<file path="config.mk">
export PLATFORM = sky130hd
export DESIGN_NAME = snake_game_ctrl
export DESIGN_NICKNAME = d
export VERILOG_FILES = /design/src/rtl/snake_game_ctrl.sv
export SDC_FILE = /design/constraint.sdc
export NUM_CORES = 1
export LEC_CHECK = 0
export ABC_AREA = 0
export BUFFER_PORTS_ARGS = -buffer_cell sky130_fd_sc_hd__buf_2
export CAP_MARGIN = 20
export CORE_UTILIZATION = 50
export DETAILED_ROUTE_END_ITERATION = 12
export GPL_ROUTABILITY_DRIVEN = 0
export PLACE_DENSITY = 0.77
export SYNTH_ARGS = -nofsm -noshare
export SYNTH_HDL_FRONTEND = slang
export SYNTH_SLANG_ARGS = --single-unit
</file>
<file path="constraint.sdc">
create_clock -name i_Clk -period 10.7 [get_ports i_Clk]
set_input_delay 2.14 -clock i_Clk [delete_from_list [all_inputs] [get_ports i_Clk]]
set_output_delay 2.14 -clock i_Clk [all_outputs]
set_load 0.02 [all_outputs]
</file>
<file path="src/rtl/snake_game_ctrl.sv">
// Snake game sequencing controller: worm, item, size and score registers advanced once per move tick.
// Optional SNAKE_WRAP_EN: a head stepping onto the border reappears on the opposite playfield edge.
module snake_game_ctrl #(
    parameter int unsigned MAX_SIZE  = 20,
    parameter int unsigned TICK_DIV  = 2_500_000,
    parameter int unsigned INIT_SIZE = 3
) (
    input  logic                  i_Clk,
    input  logic                  i_Rst,
    input  logic                  i_start,
    input  logic                  i_up,
    input  logic                  i_down,
    input  logic                  i_left,
    input  logic                  i_right,
    output logic [MAX_SIZE*6-1:0] o_worm_x,
    output logic [MAX_SIZE*6-1:0] o_worm_y,
    output logic [5:0]            o_item_x,
    output logic [5:0]            o_item_y,
    output logic [19:0]           o_size,
    output logic [7:0]            o_score,
    output logic                  o_game_over
);
    localparam int unsigned W_POS   = 6;
    localparam int unsigned W_SLOTS = MAX_SIZE * W_POS;
    localparam int unsigned W_SIZE  = 20;
    localparam int unsigned W_LFSR  = 12;
    localparam int unsigned W_CNT   = (TICK_DIV > 1) ? $clog2(TICK_DIV) : 1;
    localparam logic [W_LFSR-1:0] LFSR_SEED = 12'hACE;
    localparam logic [W_POS-1:0]  ROW_LAST  = 6'd47;
    localparam logic [W_POS-1:0]  COL_LAST  = 6'd63;
    localparam logic [W_POS-1:0]  ROW_MAX   = 6'd46;
    localparam logic [W_POS-1:0]  COL_MAX   = 6'd62;

    typedef enum logic [2:0] {S_IDLE, S_RUN, S_STEP, S_CHECK, S_PLACE, S_OVER, S_INIT} state_t;
    typedef enum logic [1:0] {DIR_UP, DIR_DOWN, DIR_LEFT, DIR_RIGHT} dir_t;

    state_t            state, state_nxt;
    dir_t              dir, pend_dir, req_dir;
    logic              req_valid;
    logic [W_CNT-1:0]  tick_cnt;
    logic              tick_pend, tick_run, tick_term;
    logic [W_LFSR-1:0] lfsr;
    logic              lfsr_fb;
    logic [W_POS-1:0]  head_x, head_y, step_x, step_y, nh_x, nh_y, cand_x, cand_y;
    logic              eat, border, self_hit, cand_ok;
    logic [W_SIZE-1:0] hit_limit;

    function automatic logic [W_SLOTS-1:0] init_rows();
        logic [W_SLOTS-1:0] v;
        v = '0;
        for (int unsigned j = 0; j < MAX_SIZE; j++)
            if (j < INIT_SIZE) v[j*W_POS +: W_POS] = 6'd24;
        return v;
    endfunction

    function automatic logic [W_SLOTS-1:0] init_cols();
        logic [W_SLOTS-1:0] v;
        v = '0;
        for (int unsigned j = 0; j < MAX_SIZE; j++)
            if (j < INIT_SIZE) v[j*W_POS +: W_POS] = W_POS'(32 - j);
        return v;
    endfunction

    assign head_x    = o_worm_x[W_POS-1:0];
    assign head_y    = o_worm_y[W_POS-1:0];
    assign lfsr_fb   = lfsr[11] ^ lfsr[10] ^ lfsr[9] ^ lfsr[3];
    assign tick_run  = state inside {S_RUN, S_STEP, S_CHECK, S_PLACE};
    assign tick_term = (tick_cnt == W_CNT'(TICK_DIV - 1));
    assign cand_x    = lfsr[5:0];
    assign cand_y    = lfsr[11:6];

    // Button priority up > down > left > right; a reversal of the committed heading is dropped.
    always_comb begin
        req_valid = 1'b1;
        req_dir   = DIR_RIGHT;
        if (i_up)         req_dir = DIR_UP;
        else if (i_down)  req_dir = DIR_DOWN;
        else if (i_left)  req_dir = DIR_LEFT;
        else if (i_right) req_dir = DIR_RIGHT;
        else              req_valid = 1'b0;
        if (req_dir == dir_t'({dir[1], ~dir[0]})) req_valid = 1'b0;
    end

    always_comb begin
        step_x = head_x;
        step_y = head_y;
        case (pend_dir)
            DIR_UP:    step_x = head_x - 6'd1;
            DIR_DOWN:  step_x = head_x + 6'd1;
            DIR_LEFT:  step_y = head_y - 6'd1;
            DIR_RIGHT: step_y = head_y + 6'd1;
        endcase
`ifdef SNAKE_WRAP_EN
        if (step_x == '0)            step_x = ROW_MAX;
        else if (step_x == ROW_LAST) step_x = 6'd1;
        if (step_y == '0)            step_y = COL_MAX;
        else if (step_y == COL_LAST) step_y = 6'd1;
`endif
    end

    // Tail slot vacates on a plain move, so it is excluded from the self-hit range.
    always_comb begin
        eat = (nh_x == o_item_x) && (nh_y == o_item_y);
`ifdef SNAKE_WRAP_EN
        border = 1'b0;
`else
        border = (nh_x == '0) || (nh_x == ROW_LAST) || (nh_y == '0) || (nh_y == COL_LAST);
`endif
        hit_limit = (eat && (o_size < W_SIZE'(MAX_SIZE))) ? o_size : o_size - W_SIZE'(1);
        self_hit  = 1'b0;
        cand_ok   = (cand_x >= 6'd1) && (cand_x <= ROW_MAX) && (cand_y >= 6'd1) && (cand_y <= COL_MAX);
        for (int unsigned j = 0; j < MAX_SIZE; j++) begin
            if ((W_SIZE'(j) < hit_limit) && (o_worm_x[j*W_POS +: W_POS] == nh_x)
                && (o_worm_y[j*W_POS +: W_POS] == nh_y))
                self_hit = 1'b1;
            if ((W_SIZE'(j) < o_size) && (o_worm_x[j*W_POS +: W_POS] == cand_x)
                && (o_worm_y[j*W_POS +: W_POS] == cand_y))
                cand_ok = 1'b0;
        end
    end

    always_comb begin
        state_nxt = state;
        case (state)
            S_IDLE:  if (i_start) state_nxt = S_RUN;
            S_RUN:   if (tick_pend) state_nxt = S_STEP;
            S_STEP:  state_nxt = S_CHECK;
            S_CHECK: begin
                if (border || self_hit) state_nxt = S_OVER;
                else if (eat)           state_nxt = S_PLACE;
                else                    state_nxt = S_RUN;
            end
            S_PLACE: if (cand_ok) state_nxt = S_RUN;
            S_OVER:  if (i_start) state_nxt = S_INIT;
            S_INIT:  state_nxt = S_RUN;
            default: state_nxt = S_IDLE;
        endcase
    end

    always_ff @(posedge i_Clk or negedge i_Rst) begin
        if (!i_Rst) state <= S_IDLE;
        else        state <= state_nxt;
    end

    always_ff @(posedge i_Clk or negedge i_Rst) begin
        if (!i_Rst) begin
            lfsr        <= LFSR_SEED;
            tick_cnt    <= '0;
            tick_pend   <= 1'b0;
            dir         <= DIR_RIGHT;
            pend_dir    <= DIR_RIGHT;
            nh_x        <= '0;
            nh_y        <= '0;
            o_worm_x    <= init_rows();
            o_worm_y    <= init_cols();
            o_item_x    <= 6'd10;
            o_item_y    <= 6'd10;
            o_size      <= W_SIZE'(INIT_SIZE);
            o_score     <= '0;
            o_game_over <= 1'b0;
        end else begin
            lfsr <= {lfsr[W_LFSR-2:0], lfsr_fb};
            // A tick arriving outside RUN stays pending until RUN consumes it.
            if (tick_run) begin
                if (tick_term) begin
                    tick_cnt  <= '0;
                    tick_pend <= 1'b1;
                end else begin
                    tick_cnt <= tick_cnt + W_CNT'(1);
                    if (state == S_RUN) tick_pend <= 1'b0;
                end
            end else begin
                tick_cnt  <= '0;
                tick_pend <= 1'b0;
            end
            if (req_valid) pend_dir <= req_dir;
            case (state)
                S_STEP: begin
                    nh_x <= step_x;
                    nh_y <= step_y;
                    dir  <= pend_dir;
                end
                S_CHECK: begin
                    if (border || self_hit) begin
                        o_game_over <= 1'b1;
                    end else begin
                        o_worm_x <= {o_worm_x[W_SLOTS-W_POS-1:0], nh_x};
                        o_worm_y <= {o_worm_y[W_SLOTS-W_POS-1:0], nh_y};
                        if (eat) begin
                            if (o_size < W_SIZE'(MAX_SIZE)) o_size <= o_size + W_SIZE'(1);
                            if (o_score != 8'hFF)          o_score <= o_score + 8'd1;
                        end
                    end
                end
                S_PLACE: begin
                    if (cand_ok) begin
                        o_item_x <= cand_x;
                        o_item_y <= cand_y;
                    end
                end
                S_INIT: begin
                    dir         <= DIR_RIGHT;
                    pend_dir    <= DIR_RIGHT;
                    o_worm_x    <= init_rows();
                    o_worm_y    <= init_cols();
                    o_item_x    <= 6'd10;
                    o_item_y    <= 6'd10;
                    o_size      <= W_SIZE'(INIT_SIZE);
                    o_score     <= '0;
                    o_game_over <= 1'b0;
                end
                default: ;
            endcase
        end
    end
endmodule

</file>
Yosys cells after proc, flatten, opt, wreduce, memory -nomap -nowiden --
Cells that the tools add are included.
Storage, ports and cells: word-level logic and storage cells 366, input bits 7, flip-flop bits (word level) 335
Cells by class: order comparisons 45, reduce and logical (&&, ||, !) cells 104, multiplexer cells 84, equality and inequality tests 106, bitwise logic cells 4, add/sub/neg operators 8
Operators by type and width (number):
- 6-bit equality test | 82
- 120-bit case mux with 2 select lines | 2
- 4-bit by 20-bit < comparator with 1-bit output (first input constant) | 16
- 120-bit two-way mux | 2
- 3-bit by 20-bit < comparator with 1-bit output (first input constant) | 8
- 5-bit by 20-bit < comparator with 1-bit output (first input constant) | 8
- 1-bit logical AND | 85
- 1-bit by 20-bit < comparator with 1-bit output (first input constant) | 4
- 2-bit by 20-bit < comparator with 1-bit output (first input constant) | 4
- 20-bit two-way mux | 4
- 1-bit two-way mux | 50
- 6-bit case mux with 2 select lines | 4
- 22-bit two-way mux | 2
- 20-bit case mux with 2 select lines | 1
- 8-bit two-way mux | 3
- 22-bit by 1-bit adder with 22-bit output (second input constant) | 1
- 22-bit equality test (second input constant) | 1
- 3-bit case mux with 7 select lines | 1
- 20-bit by 1-bit adder with 20-bit output (second input constant) | 1
- 20-bit by 5-bit < comparator with 1-bit output (second input constant) | 1
- 20-bit by 1-bit subtractor with 20-bit output (second input constant) | 1
- 3-bit two-way mux | 6
- 8-bit case mux with 2 select lines | 1
- 6-bit by 1-bit adder with 6-bit output (second input constant) | 2
- 29 further kinds | 61

Longest topological paths before layout --
Gate-level depths: netlist of run 1.
depth after elaboration 30, gate-level depth with buffers 16, mapped depth without buffers 12

Worst setup path before layout of run 1 --
Ideal clock, no wire load.
kind register -> register, start point reg o_size[1], end point reg o_worm_x[100], buffers on the path 5, data arrival time 3.428 ns, setup slack 7.146 ns, cell stages (with the launch flop) 17, cell sequence dfstp_2 clkbuf_1 inv_1 ha_1 clkbuf_1 nor3_1 a211oi_1 a211oi_2 a2bb2oi_2 o311ai_1 a211oi_1 nand3_1 or2_1 clkbuf_1 buf_6 buf_6 mux2_4
Between the ends: longest elaborated chain between the ends 29, elaborated cells on any way between the ends 87
RTL lines:
- from (decl) | RTL line 19 | output logic [19:0] o_size,
- from (signal assigned) | RTL line 158 | o_size <= W_SIZE'(INIT_SIZE);
- from (signal assigned) | RTL line 190 | if (o_size < W_SIZE'(MAX_SIZE)) o_size <= o_size + W_SIZE'(1);
- from (signal assigned) | RTL line 208 | o_size <= W_SIZE'(INIT_SIZE);
- 20-bit by 5-bit < comparator with 1-bit output | RTL line 109 | hit_limit = (eat && (o_size < W_SIZE'(MAX_SIZE))) ? o_size : o_size - W_SIZE'(1);
- 1-bit logical AND | RTL line 109
- 20-bit two-way mux * | RTL line 109
- 1-bit by 20-bit < comparator with 1-bit output | RTL line 113 | if ((W_SIZE'(j) < hit_limit) && (o_worm_x[j*W_POS +: W_POS] == nh_x)
- 1-bit logical AND | RTL line 113
- 1-bit logical AND | RTL line 114 | && (o_worm_y[j*W_POS +: W_POS] == nh_y))
- 1-bit two-way mux (19 in series) | RTL line 113
- 1-bit two-way mux * | RTL line 113
- 1-bit logical OR * | RTL line 184 | if (border || self_hit) begin
- 2-bit inequality test (no source line) *
- 2-bit AND reduction (no source line) *
- to (signal assigned) | RTL line 154 | o_worm_x <= init_rows();
- to (signal assigned) | RTL line 187 | o_worm_x <= {o_worm_x[W_SLOTS-W_POS-1:0], nh_x};
- to (signal assigned) | RTL line 204 | o_worm_x <= init_rows();
- to (decl) | RTL line 15 | output logic [MAX_SIZE*6-1:0] o_worm_x,
Every way passes the cells marked *; elsewhere a longest branch is shown, timed or not. A chain may end at the register's enable or synchronous reset.

Worst setup path in the final report of run 1 --
start point reg o_size[3], end point reg o_worm_x[75]
The elaborated chain is that of the path after synthesis.

==> qor.txt, run 1 <==
register clock-pin slew on the reported worst setup and hold paths = 0.06 ns
hold path cells = 2
CTS Hold Bufs = 0
average wire per cell in the routed design = 23.9 um
multiplexer area fraction after synthesis = 12.6%
Synth Area in Adders = 1.10%
maximum clock frequency = 155 MHz
Final Cycle Share = 60.2%
Max Clock Skew = 0.0441 ns
r2r endpoint = o_worm_x[75]$_DFFE_PN0P_
crit path time final = 6.44 ns
total CTS buffers = 39
largest net degree at the start of global routing = 156
vias = 19000
via/cell ratio = 6.12
Post-CTS Setup Inserts = 0
count leader, synth = xor2_1
library cells used by synthesis = 77
Final HPWL DP = 50300 um
Core Region = 43200 um^2
WP data arrival = 6.90 ns
FF+latch count, synth = 335
Ys Warns = 0
R2R setup slack = 4.26 ns
Placed Cells = 3028
Clock Latency Late Sink = 0.59 ns
Routed Wire Length = 74000 um
Root Buffer = clkbuf_16
Mean Syn Cell Area = 9.59 um^2
crit path max fanout = 53
global-route wire length before repair = 113000 um
CTS H-tree depth = 2
FF-to-FF path depth = 13
PortBufs = 287
FP Rows = 76
Residual DRC = 0
max-slew violation count = 0
Fin. Hold Viols = 0
Worst Hold End = dir[0]$_DFFE_PN1P_
RSZ-0062 raised after global routing = no
final-stage net count = 2511
ratio of cells with drive above 1 in the final layout = 20.2%
Setup violations, final = 0
worst hold start = dir[0]$_DFFE_PN1P_
Clock Sinks = 335
Worst setup EP type = flip-flop
worst vdd ir = 0.217 mV
Post-synth EDFFs = 0
GRT Residual Overflow = 0
vias in the first global route = 18800
setup TNS = 0 ns
Leakage = 0.0134 uW
IO Count = 288
starting density of the core = 50.8%
initial antenna violation count = 2
TritonCTS clock tree = built
slew at the pin closest to its max-slew limit = 1.14 ns
Worst Path Class, Setup = reg -> reg
ys flop type = dfrtp_1
Seq/Total Area, Yosys = 38.4%
max cap viols = 0
worst rel slew slack = 24.1%
first-pass detailed-route iteration total = 10
Mapped Cells = 2286
Post-synth top cells = 306 x xor2_1, 302 x dfrtp_1, 222 x xnor2_1
status = finished, final reports clean
post-synthesis net count = 2311
Tot GR Track Use = 33.2%
ys async rst share = 100%
PostCTS Resize Cnt = 0
area delta synth->final = 13.9%
Post-Synth Simple-Gate Area = 15.2%
top cell type's share of synthesized area = 34.5%
Reg-to-Reg Start = o_size[3]$_DFFE_PN0P_
fin cells = 3100
DR iter-0 viols = 2377
antenna cells = 0
Synth area leaders = dfrtp_1 34%, xor2_1 12%, xnor2_1 8.9%, mux2i_1 7.7%, mux2_4 4.4%
Hold/Removal Path Class = reg -> reg
Die X = 211 um
Post-Synth XOR/XNOR Area = 21.2%
height of the die = 211 um
Synth Area in Compound Gates = 5.72%
Longest Clk Path Bufs = 3
ANT nets after route = 0
main combinational cell family by area after synthesis = XOR/XNOR gates
DIE AREA = 44700 um^2
crit start category = flip-flop
power per cell area = 214 nW/um^2
Mapped Area = 21900 um^2
CP required = 11.16 ns
biggest area consumer among synthesized cells = dfrtp_1
## cell usage in the layout, fill, tap and decap left out, types with 27 or more instances in the layout
| cell | count |
|---|---|
| buf_2 | 287 |
| o21ai_0 | 45 |
| nand4_1 | 67 |
| nand2_1 | 212 |
| a21oi_1 | 43 |
| mux2_4 | 64 |
| nor3_1 | 45 |
| nor4_1 | 82 |
| dfrtp_1 | 302 |
| mux2i_1 | 168 |
| dfstp_2 | 33 |
| nand3_1 | 48 |
| nor2_1 | 154 |
| clkbuf_16 | 39 |
| xor2_1 | 306 |
| inv_1 | 124 |
| buf_4 | 27 |
| xnor2_1 | 222 |
## per-stage QoR
step | total power, uW | setup WS, ns | instance area, um^2 | hold slack, ns | utilization, %
final | 5350 | 4.26 | 25000 | 0.494 | 57.8
after global routing | 5570 | 4.05 | 25000 | 0.538 | 57.8
after CTS | 5280 | 4.48 | 24900 | 0.490 | 57.8
after detailed placement | 3820 | 4.53 | 23600 | 0.476 | 54.6
after global placement | 3760 | 4.73 | 23600 | 0.474 | 54.6
after floorplan | 3230 | 7.15 | 21900 | 0.350 | -
## how the worst max path moves through the flow
stage / startpoint / end / slack (ns) / cells after the start
2_1_floorplan: o_size[1]$_DFFE_PN1P_ / o_worm_x[100]$_DFFE_PN0P_ / 7.15 / 16
3_3_place_gp: o_size[3]$_DFFE_PN0P_ / o_worm_y[73]$_DFFE_PN0P_ / 4.73 / 13
3_5_place_dp: nh_y[4]$_DFFE_PN0P_ / o_worm_x[66]$_DFFE_PN0P_ / 4.53 / 13
4_1_cts: nh_y[4]$_DFFE_PN0P_ / o_worm_x[75]$_DFFE_PN0P_ / 4.48 / 13
5_1_grt: nh_y[1]$_DFFE_PN0P_ / o_worm_x[75]$_DFFE_PN0P_ / 4.05 / 14
6_report: o_size[3]$_DFFE_PN0P_ / o_worm_x[75]$_DFFE_PN0P_ / 4.26 / 13
## registers in the layout, indices dropped and copies added, names as in the netlist
name and cells:
o_worm_x 120, o_worm_y 120, tick_cnt 22, o_size 20
lfsr 12, o_score 8, nh_x 6, nh_y 6
o_item_x 6, o_item_y 6, state 3, dir 2
pend_dir 2, o_game_over 1, tick_pend 1
## metal layers
metal	up-vias	global-route usage, %	share of wire, %	wire length [um]
met5	-	0	0.018	13
met1	9244	43.5	38	28500
met4	2	16.2	5.0	3730
met3	325	7.91	12	8530
li1	8119	-	-	-
met2	1282	51.5	45	33300
## worst max-delay path: stages, from the launching register on
cell,delay [ns]
dfrtp_1,0.69
o21ai_0,0.63
and2_1,0.23
nand3_1,0.30
o21ai_0,0.68
o211ai_1,0.19
a32oi_1,0.29
a211oi_1,0.10
nand3_1,0.12
buf_4,0.40
or2_4,0.56
buf_4,0.78
buf_4,0.84
mux2_4,0.36
## layout make-up
cell class                 instances  area, um^2
clock buffer                      54        1110
sequential                       335        8420
timing repair buffer             317        1690
clock inverter                    16         280
fill                            3611       18200
tap                              585         732
multi-input combinational       1668       12300
inverter                         125         469
## power breakdown
group | leakage, uW | switching, uW | internal [uW]
registers | 0.00454 | 275 | 1430
clock network | 0.000678 | 564 | 879
logic | 0.00821 | 1380 | 822
total | 0.0134 | 2220 | 3130
## kinds of logic (layout without fill, tap and decap cells)
group	count (synthesis)	in the layout
flip-flops	335	335
adder cells (fa/ha/maj)	18	18
buffers and inverters	283	512
AO/OA/AOI/OAI	192	192
AND/OR/NAND/NOR	686	686
XOR/XNOR	529	529
multiplexers	243	243
Note: power is estimated with default switching activity, not from simulation.
==> inputs of run 2 (changes only) <==
--- a/config.mk
+++ b/config.mk
@@ -11,7 +11,7 @@
 export CORE_UTILIZATION = 50
 export DETAILED_ROUTE_END_ITERATION = 12
 export GPL_ROUTABILITY_DRIVEN = 0
-export PLACE_DENSITY = 0.77
+export PLACE_DENSITY = 0.79
 export SYNTH_ARGS = -nofsm -noshare
 export SYNTH_HDL_FRONTEND = slang
 export SYNTH_SLANG_ARGS = --single-unit
==> constraint.sdc (replaced) <==
create_clock -name i_Clk -period 5.8 [get_ports i_Clk]
set_input_delay 1.16 -clock i_Clk [delete_from_list [all_inputs] [get_ports i_Clk]]
set_output_delay 1.16 -clock i_Clk [all_outputs]
set_load 0.02 [all_outputs]
==> run 2 against run 1 <==
  * Via count increased by 0.75%
  * Final area is essentially flat
  * First-iteration DRC count shrank 3.9%
  * Critical path depth fell by 3
  * Die area stayed put
  * Critical path type unchanged
  * Largest power group unchanged
==> qor.txt, run 2 (synthesized netlist as in run 1, its figures left out) <==
final hold slack = 0.489 ns
DIE AREA = 44700 um^2
Clock Sinks = 335
switching pwr = 4150 uW
Routed Wire Length = 74000 um
most frequent cells in the layout = 306 x xor2_1, 302 x dfrtp_1, 286 x buf_2
Core Region = 43200 um^2
Leakage = 0.0134 uW
DR iter-0 viols = 2284
Sw Ratio = 42.4%
vias = 19100
Longest Clk Path Bufs = 3
Critical Path Max Stage Delay = 0.99 ns
clock power share = 25.7%
crit path time final = 4.92 ns
average wire per cell in the routed design = 23.9 um
global-route wire length before repair = 112000 um
WP data arrival = 5.38 ns
power per cell area = 392 nW/um^2
TritonCTS clock tree = built
GRT Residual Overflow = 0
Post-CTS Setup Inserts = 0
RSZ-0062 raised after global routing = no
Final HPWL DP = 50500 um
worst-path cell chain = buf_4 -> xor2_1 -> nor4_1 -> nand3_1 -> nand4_1 -> a31oi_1 -> o22ai_1 -> nor4_1 -> nand3b_1 -> mux2i_1
crit start category = flip-flop
final instance area = 24900 um^2
PortBufs = 287
fin cells = 3103
Worst setup EP type = flip-flop
height of the die = 211 um
Setup violations, final = 0
setup TNS = 0 ns
Root Buffer = clkbuf_16
Die X = 211 um
CP max-delay cell = dfrtp_1
starting density of the core = 50.8%
largest net degree at the start of global routing = 130
CTS H-tree depth = 2
Fin. Hold Viols = 0
first-pass detailed-route iteration total = 8
Crit path buffers/inverters = 1
crit path max fanout = 13
Residual DRC = 0
IO Count = 288
Internal Power = 5640 uW
CTS Hold Bufs = 0
Hold/Removal Path Class = reg -> reg
Placed Cells = 3032
FP Rows = 76
worst hold start = dir[1]$_DFFE_PN1P_
ratio of cells with drive above 1 in the final layout = 20.2%
antenna cells = 0
PostCTS Resize Cnt = 0
CP required = 6.27 ns
Final Cycle Share = 84.7%
commonest non-fill, non-tap cell in the layout = xor2_1
ANT nets after route = 0
final-stage net count = 2513
maximum clock frequency = 203 MHz
initial antenna violation count = 0
largest registers = o_worm_x x120, o_worm_y x120, tick_cnt x22
Tot GR Track Use = 33.0%
vias in the first global route = 18800
Clock Latency Late Sink = 0.60 ns
placed inst area = 23600 um^2
status = finished, final reports clean
total CTS buffers = 38
register clock-pin slew on the reported worst setup and hold paths = 0.06 ns
most frequent CP cell = nor4_1
max cap viols = 0
Crit. Startpoint = lfsr[8]$_DFF_PN0_
worst vdd ir = 0.348 mV
cell family with most CP delay = simple AND/OR/NAND/NOR gates
Reg-to-Reg Start = lfsr[8]$_DFF_PN0_
slew at the pin closest to its max-slew limit = 1.08 ns
sequential fraction of design power = 31.7%
worst rel slew slack = 27.5%
via/cell ratio = 6.16
max-slew violation count = 0
Max Clock Skew = 0.0390 ns
area delta synth->final = 13.8%
combinational share of power = 42.5%
Worst Path Class, Setup = reg -> reg
[run 2: worst reg2reg max path, delay by kind of cell (launching register included)]
family	cells	cell delay [ns]
and+or+nand+nor	5	2.27
muxes	1	0.41
xor gates and xnor gates	1	0.20
DFF	1	0.99
AOI/OAI and AO/OA	2	0.50
buffers and inverters	1	0.42
[run 2: area by class of cell]
class	instances	area, um^2
Tap cell	585	732
Inverter	125	469
Clock inverter	13	175
Clock buffer	57	1120
Fill cell	3579	18200
Timing Repair Buffer	320	1760
Sequential cell	335	8420
Multi-Input combinational cell	1668	12300
[run 2: metrics by stage]
stage          power, uW  worst slack (ns)  utilization (%)
2_1_floorplan       5960              2.25                -
3_3_place_gp        6980              1.25             54.7
3_5_place_dp        7110              1.15             54.7
4_1_cts             9650              1.06             57.7
5_1_grt            10200             0.887             57.8
6_report            9790             0.885             57.8
[run 2: layer usage]
layer | global-route usage, % | vias up | wire length (um)
li1 | - | 8124 | -
met1 | 42.9 | 9309 | 28000
met2 | 52.4 | 1318 | 34000
met3 | 6.11 | 364 | 7990
met4 | 17.5 | 0 | 4050
met5 | 0 | - | 0
[run 2: power groups by stage]
stage,Combinational [uW],Clock (uW),Sequential (uW)
3_3_place_gp,3870,0,3110
6_report,4160,2520,3110
2_1_floorplan,2870,0,3090
5_1_grt,4400,2630,3120
4_1_cts,4030,2530,3080
3_5_place_dp,3990,0,3120
[run 2: path summary, 6_finish.rpt]
| kind | endpoint | slack (ns) | cells after the start |
|---|---|---|---|
| max in group asynchronous | o_item_x[2]$_DFFE_PN0P_ | 3.79 | 2 |
| setup reg to reg | o_item_y[3]$_DFFE_PN1P_ | 0.88 | 10 |
| min in group asynchronous | o_worm_y[44]$_DFFE_PN0P_ | 0.68 | 1 |
| hold / removal | dir[1]$_DFFE_PN1P_ | 0.49 | 2 |
| hold reg to reg | dir[1]$_DFFE_PN1P_ | 0.49 | 2 |
| setup / recovery | o_item_y[3]$_DFFE_PN1P_ | 0.88 | 10 |
